`config.mk`:
```
export PLATFORM = sky130hd
export DESIGN_NAME = voice_bank
export DESIGN_NICKNAME = d
export VERILOG_FILES = /design/src/rtl/synth_pkg.sv /design/src/rtl/wave_gen.sv /design/src/rtl/voice_bank.sv
export SDC_FILE = /design/constraint.sdc
export NUM_CORES = 2
export LEC_CHECK = 0
export ABC_AREA = 1
export CORE_ASPECT_RATIO = 1.2
export CORE_UTILIZATION = 45
export DETAILED_ROUTE_END_ITERATION = 7
export PLACE_DENSITY = 0.65
export SYNTH_ARGS = -nofsm -noshare
export SYNTH_HDL_FRONTEND = slang
export SYNTH_SLANG_ARGS = --single-unit
```
`constraint.sdc`:
```
create_clock -name clk -period 11 [get_ports clk]
set_input_delay 2.2 -clock clk [delete_from_list [all_inputs] [get_ports clk]]
set_output_delay 2.2 -clock clk [all_outputs]
set_load 0.01 [all_outputs]
```
`src/rtl/synth_pkg.sv`:
```
// Shared types and constants for the voice bank: waveform select, sequencer
// states and gain format.
package synth_pkg;

  localparam int GAIN_WIDTH = 16;
  localparam logic [GAIN_WIDTH-1:0] GAIN_MAX = 16'hFFFF;

  typedef enum logic [1:0] {
    WAVE_SAW     = 2'd0,
    WAVE_SQUARE  = 2'd1,
    WAVE_TRI     = 2'd2,
    WAVE_SILENCE = 2'd3
  } wave_t;

  typedef enum logic [1:0] {
    ST_IDLE  = 2'd0,
    ST_RUN   = 2'd1,
    ST_SCALE = 2'd2
  } state_t;

endpackage

```
`src/rtl/wave_gen.sv`:
```
// Combinational oscillator shaper: 32-bit phase plus waveform select to a
// signed sample. Shared by all voices through time multiplexing.
module wave_gen
  import synth_pkg::*;
#(
  parameter int AUDIO_WIDTH = 32
) (
  input  logic [31:0]                   phase,
  input  wave_t                         wave_type,
  output logic signed [AUDIO_WIDTH-1:0] sample
);

  localparam int AW = AUDIO_WIDTH;
  localparam logic signed [AW-1:0] PEAK = {1'b0, {(AW-1){1'b1}}};

  logic [AW-1:0] p_top;
  logic [31:0]   p_shl;
  logic [AW-1:0] fold;

  assign p_top = phase[31 -: AW];
  assign p_shl = {phase[30:0], 1'b0};
  // second half of the cycle mirrors the first to form the falling ramp
  assign fold  = phase[31] ? ~p_shl[31 -: AW] : p_shl[31 -: AW];

  always_comb begin
    sample = '0;
    case (wave_type)
      WAVE_SAW:    sample = {~p_top[AW-1], p_top[AW-2:0]};
      WAVE_SQUARE: sample = phase[31] ? -PEAK : PEAK;
      WAVE_TRI:    sample = {~fold[AW-1], fold[AW-2:0]};
      default:     sample = '0;
    endcase
  end

endmodule

```
`src/rtl/voice_bank.sv`:
```
// Time-multiplexed NUM_VOICES oscillator bank with per-voice AR gain and mixer.
// Optional octave-doubling oscillators are built when SYNTH_OCTAVE_EN is defined.
//
// state    | meaning
// ST_IDLE  | waiting for sample_tick, inputs captured on the tick
// ST_RUN   | one voice per cycle: advance phase, gain, accumulate
// ST_SCALE | mix_out presented, mix_valid high for this cycle
module voice_bank
  import synth_pkg::*;
#(
  parameter int                    NUM_VOICES   = 8,
  parameter int                    AUDIO_WIDTH  = 32,
  parameter logic [GAIN_WIDTH-1:0] ATTACK_STEP  = 16'h0100,
  parameter logic [GAIN_WIDTH-1:0] RELEASE_STEP = 16'h0080
) (
  input  logic                          clk,
  input  logic                          rst,
  input  logic                          sample_tick,
  input  logic [NUM_VOICES-1:0]         voice_on,
  input  logic [NUM_VOICES*32-1:0]      phase_incr,
  input  logic [1:0]                    wave_type,
  input  logic                          octave_on,
  output logic signed [AUDIO_WIDTH-1:0] mix_out,
  output logic                          mix_valid,
  output logic                          busy,
  output logic                          overrun
);

  localparam int AW    = AUDIO_WIDTH;
  localparam int IW    = $clog2(NUM_VOICES);
  localparam int ACC_W = AW + IW;
  localparam int PW    = AW + GAIN_WIDTH + 1;

  state_t state, state_nxt;
  logic [IW-1:0]         idx;
  logic                  last;
  logic [NUM_VOICES-1:0] gate_cap, gate_prev;
  logic [31:0]           incr_cap [NUM_VOICES];
  wave_t                 wave_cap;
  logic [31:0]           phase [NUM_VOICES];
  logic [GAIN_WIDTH-1:0] gain  [NUM_VOICES];
  logic signed [ACC_W-1:0] acc, acc_sum, contrib;

  logic                  rise;
  logic [31:0]           incr_cur, phase_nxt;
  logic [GAIN_WIDTH-1:0] gain_cur, gain_nxt;
  logic signed [AW-1:0]  wave_base, wave;
  logic signed [PW-1:0]  wave_ext, gain_ext, prod;

  assign last      = (idx == IW'(NUM_VOICES - 1));
  assign incr_cur  = incr_cap[idx];
  // a gate that rose since the previous accepted tick restarts its oscillator
  assign rise      = gate_cap[idx] & ~gate_prev[idx];
  assign phase_nxt = (rise ? 32'd0 : phase[idx]) + incr_cur;

  always_comb begin
    gain_cur = gain[idx];
    gain_nxt = gain_cur;
    if (gate_cap[idx])
      gain_nxt = (gain_cur > GAIN_MAX - ATTACK_STEP) ? GAIN_MAX : gain_cur + ATTACK_STEP;
    else
      gain_nxt = (gain_cur < RELEASE_STEP) ? '0 : gain_cur - RELEASE_STEP;
  end

  wave_gen #(.AUDIO_WIDTH(AW)) u_wave (
    .phase     (phase_nxt),
    .wave_type (wave_cap),
    .sample    (wave_base)
  );

`ifdef SYNTH_OCTAVE_EN
  logic [31:0]          oct [NUM_VOICES];
  logic                 oct_cap;
  logic [31:0]          oct_nxt;
  logic signed [AW-1:0] wave_oct;
  logic signed [AW:0]   wave_sum;

  assign oct_nxt  = (rise ? 32'd0 : oct[idx]) + (incr_cur << 1);
  assign wave_sum = (AW+1)'(wave_base) + (AW+1)'(wave_oct);
  assign wave     = oct_cap ? wave_sum[AW:1] : wave_base;

  wave_gen #(.AUDIO_WIDTH(AW)) u_wave_oct (
    .phase     (oct_nxt),
    .wave_type (wave_cap),
    .sample    (wave_oct)
  );

  always_ff @(posedge clk) begin
    if (rst) begin
      oct_cap <= 1'b0;
      for (int i = 0; i < NUM_VOICES; i++) oct[i] <= '0;
    end else begin
      if (state == ST_IDLE && sample_tick) oct_cap <= octave_on;
      if (state == ST_RUN) oct[idx] <= oct_nxt;
    end
  end
`else
  logic unused_octave;
  assign unused_octave = octave_on;
  assign wave          = wave_base;
`endif

  assign wave_ext = PW'(wave);
  assign gain_ext = PW'({1'b0, gain_nxt});
  assign prod     = wave_ext * gain_ext;
  assign contrib  = ACC_W'(prod >>> GAIN_WIDTH);
  assign acc_sum  = acc + contrib;

  always_ff @(posedge clk) begin
    if (rst) state <= ST_IDLE;
    else     state <= state_nxt;
  end

  always_comb begin
    state_nxt = state;
    case (state)
      ST_IDLE:  if (sample_tick) state_nxt = ST_RUN;
      ST_RUN:   if (last) state_nxt = ST_SCALE;
      ST_SCALE: state_nxt = ST_IDLE;
      default:  state_nxt = ST_IDLE;
    endcase
  end

  assign busy      = (state != ST_IDLE);
  assign mix_valid = (state == ST_SCALE);

  always_ff @(posedge clk) begin
    if (rst) begin
      idx       <= '0;
      gate_cap  <= '0;
      gate_prev <= '0;
      wave_cap  <= WAVE_SAW;
      acc       <= '0;
      mix_out   <= '0;
      overrun   <= 1'b0;
      for (int i = 0; i < NUM_VOICES; i++) begin
        incr_cap[i] <= '0;
        phase[i]    <= '0;
        gain[i]     <= '0;
      end
    end else begin
      if (sample_tick && state != ST_IDLE) overrun <= 1'b1;
      if (state == ST_IDLE && sample_tick) begin
        gate_prev <= gate_cap;
        gate_cap  <= voice_on;
        wave_cap  <= wave_t'(wave_type);
        idx       <= '0;
        acc       <= '0;
        for (int i = 0; i < NUM_VOICES; i++) incr_cap[i] <= phase_incr[32*i +: 32];
      end
      if (state == ST_RUN) begin
        phase[idx] <= phase_nxt;
        gain[idx]  <= gain_nxt;
        acc        <= acc_sum;
        idx        <= idx + IW'(1);
        if (last) mix_out <= AW'(acc_sum >>> IW);
      end
    end
  end

endmodule

```
==> results.md <==
* Worst slack, placed at -0.221 ns
* Fmax at 94.4 MHz
* Row cnt at 141
* Area grow syn2layout at 24.8%
* Share of the yosys chip area belonging to registers at 37.4%
* First-pass GRT wire length at 273 mm
* Die height at 390 µm
* Detailed Route WL at 182 mm
* Largest net degree at the start of global routing at 96
* I/O Pins at 305
* Layout Nets at 8443
* Classification of the worst setup path: reg2reg
* CTS Hold Bufs at 0
* Routability cong. at 0.982
* Initial Util at 45.6%
* Yosys warns at 0
* Most used cell, CP: buf_4
* Slowest cell on crit path: fa_2
* Slew headroom at 27.9%
* Clk_skew at 0.0569 ns
* Final instance area at 0.0704 mm²
* Max_cap viols at 0
* Clock tree buffer depth at 3
* Initial DRC Count at 3406
* Core area at 0.124 mm²
* Die area at 0.127 mm²
* Max incr delay on CP at 0.59 ns
* Mapped Area at 0.0564 mm²
* Clk Tree Root Cell: clkbuf_16
* Synth Register Bits at 734
* HP Class: reg2reg
* Synth async-reset ratio at 0%
* Setup ws final at 0.410 ns
* Syn nets at 7652
* CP Capture Type: flip-flop
* Post-DP HPWL at 132 mm
* Final ANT Viol Nets at 0
* Number of synthesized flops with an enable pin at 640
* Syn Area/Cell at 8.41 µm²
* Crit path DAT at 11.18 ns
* Post-Layout Cell Count at 9204
* Delay-heaviest family, CP: adder cells
* Gr ovfl total at 0
* Share of layout cells above drive strength 1 at 15.9%
* CTS H-Tree Depth at 3
* Syn Inst Count at 6702
* Clock transition at path regs at 0.06 ns
* Area of placed instances at 0.0658 mm²
* Die width at 325 µm
* Vias in the first global route at 48300
* GRT Overall Usage at 28.0%
* DR vias/cell at 5.27
* CP required at 11.59 ns
* Primary FF master, synth: edfxtp_1
* Final setup vio count at 0
* Status: finished, final reports clean
* Initial antenna violation count at 9
* Drt drc at 0
* Hold slack final at 0.474 ns
* CP Launch Type: flip-flop
* RSZ-0062 raised after global routing: yes
* Period utilisation layout at 96.3%
* I/O Buffers at 303
* Total clock sinks at 734
* CTS tree: yes
* Placed Cells at 9009
* Hold Fails Final Rpt at 0
* Fin crit period at 10.59 ns
* Final Max Tran Viols at 0
* Worst Max-Slew Pin Slew at 1.08 ns
* Synth cell types at 53
* Crit-path max FO at 11
* CTS Buf Count at 80
* Bufs and invs on worst path at 14
* DR pass1 iterations at 6
* Clock latency on the worst-skew pair at 0.71 ns
* Via count at 48500
* Drt wl/cell at 19.8 µm
## through the flow
stage,TNS [ns],util [%]
4_1_cts,0,55.4
2_1_floorplan,0,-
6_report,0,56.9
3_3_place_gp,-0.303,53.2
5_1_grt,-2.10,56.9
3_5_place_dp,-2.40,53.2
## path summary, 6_finish.rpt
path,startpoint,to,cells after the start,slack [ns]
max,flip-flop,mix_out[27],51,0.41
min,acc[2],acc[2],2,0.47
max reg2reg,flip-flop,mix_out[27],51,0.41
min reg2reg,acc[2],acc[2],2,0.47
## registers in the layout, indices dropped and copies added (netlist names), named ones only
register	flops
gain	128
gate_cap	8
acc	35
state	2
incr_cap	256
overrun	1
wave_cap	2
idx	3
phase	256
gate_prev	8
mix_out	32
## synthesized netlist by cell type (23+ instances only)
cell type,instances,area [µm²]
a21oi_1,280,1400
a32o_1,60,601
a32oi_1,30,263
buf_1,24,90.1
buf_2,69,345
buf_4,30,225
clkbuf_1,187,702
dfxtp_1,94,1880
edfxtp_1,640,19200
fa_1,489,9790
ha_1,191,2390
inv_1,1156,4340
inv_2,39,146
nand2_1,1357,5090
nand3_1,236,1180
nor2_1,1170,4390
o211a_1,31,310
o211ai_1,26,195
o21ai_0,220,1100
o21ai_1,57,285
o21bai_1,23,173
xor2_1,54,473
## routing by layer
metal / vias to the layer above / track usage [%] / wire, µm
met5: - / 0 / 83
met4: 14 / 14.4 / 10500
met3: 459 / 3.45 / 10700
met2: 1683 / 50.8 / 92800
met1: 23700 / 32.4 / 68100
li1: 22600 / - / -
## cell families after synthesis
family	share of synthesized area (%)
adders and majority gates	21.6
DFF	37.4
AOI/OAI and AO/OA	8.79
buffers and inverters	10.8
xor gates and xnor gates	1.18
and+or+nand+nor	20.2
## what timing repair did
item | in CTS | in global routing
setup endpoints to repair | 41 | 58
gates resized for setup | 17 | 315
buffers inserted | 1 | 37
pin swaps | 1 | 89
cloned | 0 | 8
## tightest hold or removal path, stage by stage (launching register included)
cell     delay (ns)
dfxtp_1        0.31
nand2_1        0.06
a21oi_1        0.05
## cells in the final DEF (no fill, tap or decap), types with 30 or more instances in the layout
cell	instances
nand2_1	1311
inv_1	1148
nor2_1	1126
buf_4	654
edfxtp_1	640
fa_1	478
clkdlybuf4s50_1	302
a21oi_1	241
nand3_1	223
o21ai_0	185
ha_1	151
dfxtp_1	91
clkbuf_16	86
o21ai_1	83
nand2_2	58
a32o_1	58
buf_12	52
xor2_1	45
inv_2	41
nor2_2	39
a21oi_2	37
ha_4	34
a32oi_1	30
## area by class of cell
type / instances / area (µm²)
Antenna cell: 2 / 5.00
Clock buffer: 100 / 2120
Clock inverter: 47 / 596
Fill cell: 11000 / 53300
Inverter: 1204 / 4580
Multi-Input combinational cell: 4436 / 30500
Sequential cell: 734 / 21100
Tap cell: 1644 / 2060
Timing Repair Buffer: 1034 / 9380
Timing Repair inverter: 3 / 33.8
Power is left out: the tool's default activity adds up to more than one toggle a clock period on the data nets, which glitch-free logic cannot reach.
